===== config.mk =====
export PLATFORM = sky130hd
export DESIGN_NAME = branch_history_table
export DESIGN_NICKNAME = d
export VERILOG_FILES = /design/src/rtl/branch_history_table_pkg.sv /design/src/rtl/branch_history_table_sat_ctr2.sv /design/src/rtl/branch_history_table.sv
export SDC_FILE = /design/constraint.sdc
export NUM_CORES = 1
export LEC_CHECK = 0
export CAP_MARGIN = 20
export CORE_MARGIN = 2
export CORE_UTILIZATION = 51
export CTS_CLUSTER_SIZE = 40
export DETAILED_ROUTE_END_ITERATION = 10
export GPL_TIMING_DRIVEN = 0
export PLACE_DENSITY = 0.78
export SETUP_SLACK_MARGIN = 0.1
export SYNTH_ARGS = -nofsm -noshare
export SYNTH_HDL_FRONTEND = slang
export SYNTH_HIERARCHICAL = 1
export SYNTH_SLANG_ARGS = --single-unit

===== constraint.sdc =====
create_clock -name clk -period 11 [get_ports clk]
set_input_delay 2.75 -clock clk [delete_from_list [all_inputs] [get_ports clk]]
set_output_delay 2.75 -clock clk [all_outputs]
set_load 0.01 [all_outputs]

===== src/rtl/branch_history_table_pkg.sv =====
// Shared types and constants for the branch history table predictor.
package branch_history_table_pkg;

  localparam int unsigned PC_W  = 32;
  localparam int unsigned CNT_W = 32;

  typedef enum logic [1:0] {
    SNT = 2'b00,
    WNT = 2'b01,
    WT  = 2'b10,
    ST  = 2'b11
  } bht_state_t;

  localparam bht_state_t BHT_RESET_STATE = WNT;

endpackage


===== src/rtl/branch_history_table_sat_ctr2.sv =====
// Next-state logic of a single 2-bit saturating direction counter.
module sat_ctr2
  import branch_history_table_pkg::*;
(
  input  bht_state_t i_state,
  input  logic       i_taken,
  output bht_state_t o_next_c
);

  always_comb begin
    o_next_c = i_state;
    unique case (i_state)
      SNT:     o_next_c = i_taken ? WNT : SNT;
      WNT:     o_next_c = i_taken ? WT  : SNT;
      WT:      o_next_c = i_taken ? ST  : WNT;
      ST:      o_next_c = i_taken ? ST  : WT;
      default: o_next_c = BHT_RESET_STATE;
    endcase
  end

endmodule


===== src/rtl/branch_history_table.sv =====
// Dynamic branch predictor: PC-indexed table of 2-bit counters with mispredict tracking.
// Optional global-history (gshare) indexing when BHT_GSHARE_EN is defined.
module branch_history_table
  import branch_history_table_pkg::*;
#(
  parameter int unsigned IDX_BITS  = 6,
  parameter int unsigned HIST_BITS = 6
) (
  input  logic                clk,
  input  logic                rst,
  input  logic [PC_W-1:0]     pred_pc,
  output logic                pred_taken,
  output logic [IDX_BITS-1:0] pred_idx,
  input  logic                upd_valid,
  input  logic [IDX_BITS-1:0] upd_idx,
  input  logic                upd_br_en,
  input  logic                upd_pred,
  output logic                mispredict,
  output logic [CNT_W-1:0]    mispred_cnt
);

  localparam int unsigned ENTRIES = 1 << IDX_BITS;

  if (HIST_BITS > IDX_BITS) begin : g_bad_hist
    $error("HIST_BITS must not exceed IDX_BITS");
  end

  bht_state_t          r_table [ENTRIES];
  bht_state_t          w_upd_next;
  logic [IDX_BITS-1:0] w_pc_idx;
  logic                w_unused_pc;

  assign w_pc_idx    = pred_pc[IDX_BITS+1:2];
  assign w_unused_pc = ^{pred_pc[PC_W-1:IDX_BITS+2], pred_pc[1:0]};

`ifdef BHT_GSHARE_EN
  logic [HIST_BITS-1:0] r_ghr;

  // History advances only on resolved branches, never speculatively.
  always_ff @(posedge clk or posedge rst) begin
    if (rst) begin
      r_ghr <= '0;
    end else if (upd_valid) begin
      r_ghr <= {r_ghr[HIST_BITS-2:0], upd_br_en};
    end
  end

  assign pred_idx = w_pc_idx ^ IDX_BITS'(r_ghr);
`else
  assign pred_idx = w_pc_idx;
`endif

  // Read is the registered table value: a same-cycle update is not bypassed.
  assign pred_taken = r_table[pred_idx][1];

  sat_ctr2 u_sat_ctr2 (
    .i_state  (r_table[upd_idx]),
    .i_taken  (upd_br_en),
    .o_next_c (w_upd_next)
  );

  always_ff @(posedge clk or posedge rst) begin
    if (rst) begin
      for (int unsigned i = 0; i < ENTRIES; i++) begin
        r_table[IDX_BITS'(i)] <= BHT_RESET_STATE;
      end
    end else if (upd_valid) begin
      r_table[upd_idx] <= w_upd_next;
    end
  end

  // Mispredict pulse and saturating event counter share one edge.
  always_ff @(posedge clk or posedge rst) begin
    if (rst) begin
      mispredict  <= 1'b0;
      mispred_cnt <= '0;
    end else begin
      mispredict <= upd_valid & (upd_br_en != upd_pred);
      if (upd_valid && (upd_br_en != upd_pred) && (mispred_cnt != '1)) begin
        mispred_cnt <= mispred_cnt + CNT_W'(1);
      end
    end
  end

endmodule

* After elaboration in Yosys (flattened, before gate mapping)
Cells that the tools add are included.
Widths: inputs -> output; s select.
** Cells by class
- Equality and inequality tests :: 5
- Mux-type cells :: 14
- $mul :: 0
- Bitwise logic cells :: 3
- Reductions and logical operators :: 4
- Add/subtract/negate cells :: 1
- Magnitude comparators :: 3
- Div/mod/pow operators :: 0
- Shift-type cells :: 0
** Operators with widths (number)
- $bwmux 128 :: 1
- $add 32x1->32 const B :: 1
- $ne 32x32->1 const B :: 1
- $bmux 2 s6 :: 2
- $ge 7x7->1 const B :: 2
- $mux 2 :: 7
- $not 6->7 :: 2
- $demux 2 s6 :: 1
- $pmux 2 s4 :: 1
- $lt 7x1->1 const B :: 1
- $eq 2x2->1 const B :: 2
- $logic_and 1x1->1 :: 3
- $eq 2x1->1 const B :: 1
- $logic_not 2->1 :: 1
- $mux 1 :: 2
- $and 1x1->1 :: 1
- $ne 1x1->1 :: 1
** Word-level totals
- Latch bits :: 0
- RAM bits :: 0
- Output and inout bits :: 40
- Memories :: 0
- Bits in registers :: 161
- ROM bits :: 0
- Logic and storage cells :: 96
- Input port bits :: 43

* Logic depth before layout (Yosys ltp)
Gate-level depths: netlist of the first run.
- Word-level depth :: 7
- Depth in mapped cells :: 13
- Mapped depth without buffers :: 8

* Cells and area by module
The synthesis of the first run kept the hierarchy.
** By module, submodules not included
- branch_history_table :: instances 1, seq. area each 4108.9 µm², area an instance 8570.7 µm², cells each 703
- sat_ctr2 :: instances 1, seq. area each 0.0 µm², area an instance 26.3 µm², cells each 3

* Least setup slack after synthesis of the first run
Ideal clock, no wire load.
- Path kind :: in2out
- Start point :: input port pred_pc[2]
- End point :: output port pred_taken
- Path slack :: 4.058 ns
- Buffers on the path :: 2
- Arrival :: 4.192 ns
- Stages :: 7
- Data required time :: 8.250 ns
- Path through :: buf_2 buf_4 mux4_2 mux2i_1 a22oi_1 nand3_1 nor4_1
** Between the ends
- Longest elaborated chain between the ends :: 4
** Ends and longest elaborated chain
- start, declared :: line branch_history_table.sv:11 : input logic [PC_W-1:0] pred_pc,
- $not 6->7 (not written as such) :: line branch_history_table.sv:54 : assign pred_taken = r_table[pred_idx][1];
- $bmux 2 s6 :: line branch_history_table.sv:54
- $mux 2 (not written as such) (2 in series) :: line branch_history_table.sv:54
- end, declared :: line branch_history_table.sv:12 : output logic pred_taken,
Every way passes these cells. The select of a mux whose other input is x is not followed.

* Worst setup path in the final report of the first run
- Start point :: input port pred_pc[4]
- End point :: output port pred_taken
Same word-level chain as after synthesis.

==> results of run 1 <==
==> critical path, delay by kind of cell <==
kind | cells | cell delay (ps)
compound gates | 1 | 240
simple gates | 2 | 430
buf+inv | 3 | 1910
mux | 2 | 490
==> final timing paths <==
check                                start              end  slack (ps)
max                             pred_pc[4]       pred_taken        2410
min                        mispred_cnt[23]  mispred_cnt[23]         500
max reg2reg                    r_table[34]      r_table[52]        7570
min reg2reg                mispred_cnt[23]  mispred_cnt[23]         500
max in group asynchronous              rst     r_table[102]        7320
min in group asynchronous              rst      r_table[69]        2800
==> area by class of cell <==
class,instances,area [um2],area share
Timing Repair Buffer,53,548.0,0.05505
Tap cell,220,275.3,0.02765
Inverter,5,23.77,0.002388
Clock buffer,23,467.9,0.04701
Clock inverter,9,61.31,0.006159
Multi-Input combinational cell,483,4184,0.4203
Sequential cell,161,4109,0.4128
Buffer,57,285.3,0.02866
==> metrics by stage <==
stage	utilization	setup WS (ps)	power, mW	cells
floorplan	-	4008	0.9005	706
global placement	0.5684	2139	0.9941	978
detailed placement	0.5704	2491	1.010	979
CTS	0.6024	2484	1.546	1011
global route	0.6024	2304	1.601	1011
finish	0.6024	2406	1.542	1011
==> power by group <==
| group | leakage, nW | total (mW) | internal, mW | switching (mW) |
|---|---|---|---|---|
| logic | 2.01 | 0.265 | 0.130 | 0.135 |
| registers | 1.99 | 0.741 | 0.687 | 0.0537 |
| clock network | 0.245 | 0.536 | 0.299 | 0.237 |
==> registers in the layout, indices dropped and copies added, names as in the netlist <==
register and flops:
mispred_cnt 32, mispredict 1, r_table 128
==> per-layer routing <==
metal / GRT usage / up-vias / share of wire
met4: 0.1448 / 0 / 0.040
li1: - / 2734 / -
met5: 0 / - / 0
met1: 0.3587 / 3250 / 0.40
met3: 0.07483 / 74 / 0.088
met2: 0.4330 / 343 / 0.47
==> cells by family (layout without fill, tap and decap cells) <==
family	count (synthesis)	in the layout	synth area share
fa+ha+maj	3	3	0.004075
flops	161	161	0.4780
buf+inv	62	147	0.03536
simple gates	210	210	0.1247
xor+xnor	31	31	0.03158
mux	186	186	0.2791
compound gates	53	53	0.04716
==> layout by cell type (no fill, tap or decap), types with 4 or more instances in the layout <==
cell type / Yosys / layout
mux2i_1: 14 / 14
nand4_1: 11 / 11
and4_1: 8 / 8
and3_1: 15 / 15
nor2b_1: 4 / 4
o21ai_0: 4 / 4
a22oi_1: 7 / 7
mux4_2: 28 / 28
clkdlybuf4s50_1: 0 / 52
clkinvlp_4: 0 / 5
buf_1: 6 / 6
nand2_1: 66 / 66
nor3b_1: 6 / 6
nor2_1: 36 / 36
buf_4: 10 / 10
inv_1: 5 / 4
dfstp_2: 64 / 64
a31oi_1: 4 / 4
mux2_2: 141 / 141
nor3_1: 12 / 12
a21oi_1: 7 / 7
nand3_1: 23 / 23
clkbuf_16: 0 / 17
xor2_1: 16 / 16
buf_2: 9 / 9
clkbuf_1: 29 / 33
dfrtp_1: 97 / 97
and2_1: 10 / 10
a221oi_1: 7 / 7
xnor2_1: 15 / 15
==> out/results.tsv, run 1 <==
stage	metric	value	unit
sta	setup_tns	0	ps
yosys	Yosys top cell area share	0.2823	
routing	Detailed Route Iter0 Violations	531	
layout	layout cell share with drive strength beyond 1	0.3679	
yosys	#FFs+latches synth	161	
setup_path	Critical-path top delay cell	clkbuf_1	
placed_design	dpl hpwl	16590	um
yosys	Post-Syn Nets	750	
cts	post-CTS resize count	0	
layout	Ant. Diodes	0	
cts	CTS Buf Count	17	
setup_path	crit path kind	in -> out	
sta	final hold vios	0	
yosys	Async SR Flop Fraction	1.000	
routing	Final ANT Viol Nets	0	
placed_design	placed inst area	0.009425	mm2
min_path	Worst Hold Class	reg -> reg	
floorplanning	DIE AREA	0.01791	mm2
placed_design	Port Buffers	52	
yosys	Gate Count Post-Synth	706	
placed_design	placer congestion estimate	0.9676	
sta	post-route minimum period	8594	ps
sta	Final Cycle Share	0.7813	
cts	CTS tree	yes	
floorplanning	Die Ht	133.8	um
grt	pin count of the biggest net entering global routing	91	
yosys	Main synth FF type	dfrtp_1	
routing	Via density	6.331	
sta	RSZ-0062 raised after global routing	no	
floorplanning	I/O Pins	83	
routing	final WL	23680	um
cts	Worst-path clk slew	60	ps
sta	FMAX	0.1164	GHz
sta	count of final setup violators	0	
setup_path	crit end category	output port	
cts	setup bufs post-CTS	0	
grt	vias in the first global route	6590	
setup_path	Max FO, Critical Path	10	
power_and_ir_drop	Worst VDD drop	0.0001114	V
setup_path	Worst Path Arrival	5840	ps
layout	nets	822	
setup_path	most used cell along the critical path	clkdlybuf4s50_1	
yosys	synthesized area per cell	12.18	um2
yosys	Yosys warnings	6	
yosys	Commonest cells post-synth	mux2_2 (141), dfrtp_1 (97), nand2_1 (66)	
cts	H-tree depth	4	
sta	Slew HR	0.3229	
yosys	main area contributors after synthesis	dfrtp_1 (28%), dfstp_2 (20%), mux2_2 (18%)	
setup_path	R2R cell count	10	
yosys	Synth cell types	56	
setup_path	Critical Path Source Type	input pin	
setup_path	cell chain of the critical path	clkdlybuf4s50_1 > clkbuf_1 > mux4_2 > mux2i_1 > a22oi_1 > nand3_1 > nor4_1 > clkdlybuf4s50_1	
yosys	top cell type by total area after synthesis	dfrtp_1	
floorplanning	Die X	133.8	um
setup_path	required time of the critical path	8250	ps
routing	TritonRoute pass-1 iters	6	
sta	Min Hold Slack	496.0	ps
yosys	post-synthesis sequential area ratio	0.4780	
floorplanning	Core ar.	0.01652	mm2
run	max-cap violations	0	
cts	cts hold-fix bufs	0	
min_path	Hold Crit Depth	1	
status	status	complete, no violations	
power_and_ir_drop	Power Dens Cells	154.9	mW/mm2
grt	GRT overflow	0	
cts	CTS Sinks	161	
routing	DR WL/cell	23.42	um
yosys	number of synthesized flops with an enable pin	0	
yosys	Mapped Area	0.008597	mm2
grt	Tot GR Track Use	0.2780	
sta	Least-Margin Pin Slew	1002	ps
yosys	most frequent cell after synthesis	mux2_2	
floorplanning	Core Rows	47	
power_and_ir_drop	leak pwr	4.244	nW
sta	Slew Viols, Final	0	
layout	cell area after layout	0.009955	mm2
routing	vias	6401	
grt	antenna violations before repair	0	
cts	clk root buf	clkbuf_16	
layout	layout filler cell count	1275	
floorplanning	Initial Util	0.5203	
grt	first-pass GRT wire length	37430	um
layout	Synth-to-Final Area Change	15.79	%
cts	Max clock buf depth	2	
sta	Final Skew	13.25	ps
cts	clk_lat worst skew	430	ps
setup_path	Critical Path Max Stage Delay	740	ps
routing	DRC Markers	0	
Power figures use the tool's default switching activity.
==> run 2, diff against run 1 <==
clock period = 8.4 ns   (was 11 ns; I/O delays follow)
==> results of run 2 <==
The final DEF is identical to that of run 1. Status: complete, no violations.
Main changes from that run: setup slack after placement 2491 ps -> 1191 ps; setup slack after layout 2406 ps -> 1106 ps; register-to-register setup slack 7570 ps -> 4970 ps; total power 1.542 mW -> 2.019 mW; worst IR drop on VDD 0.0001114 V -> 0.0001459 V
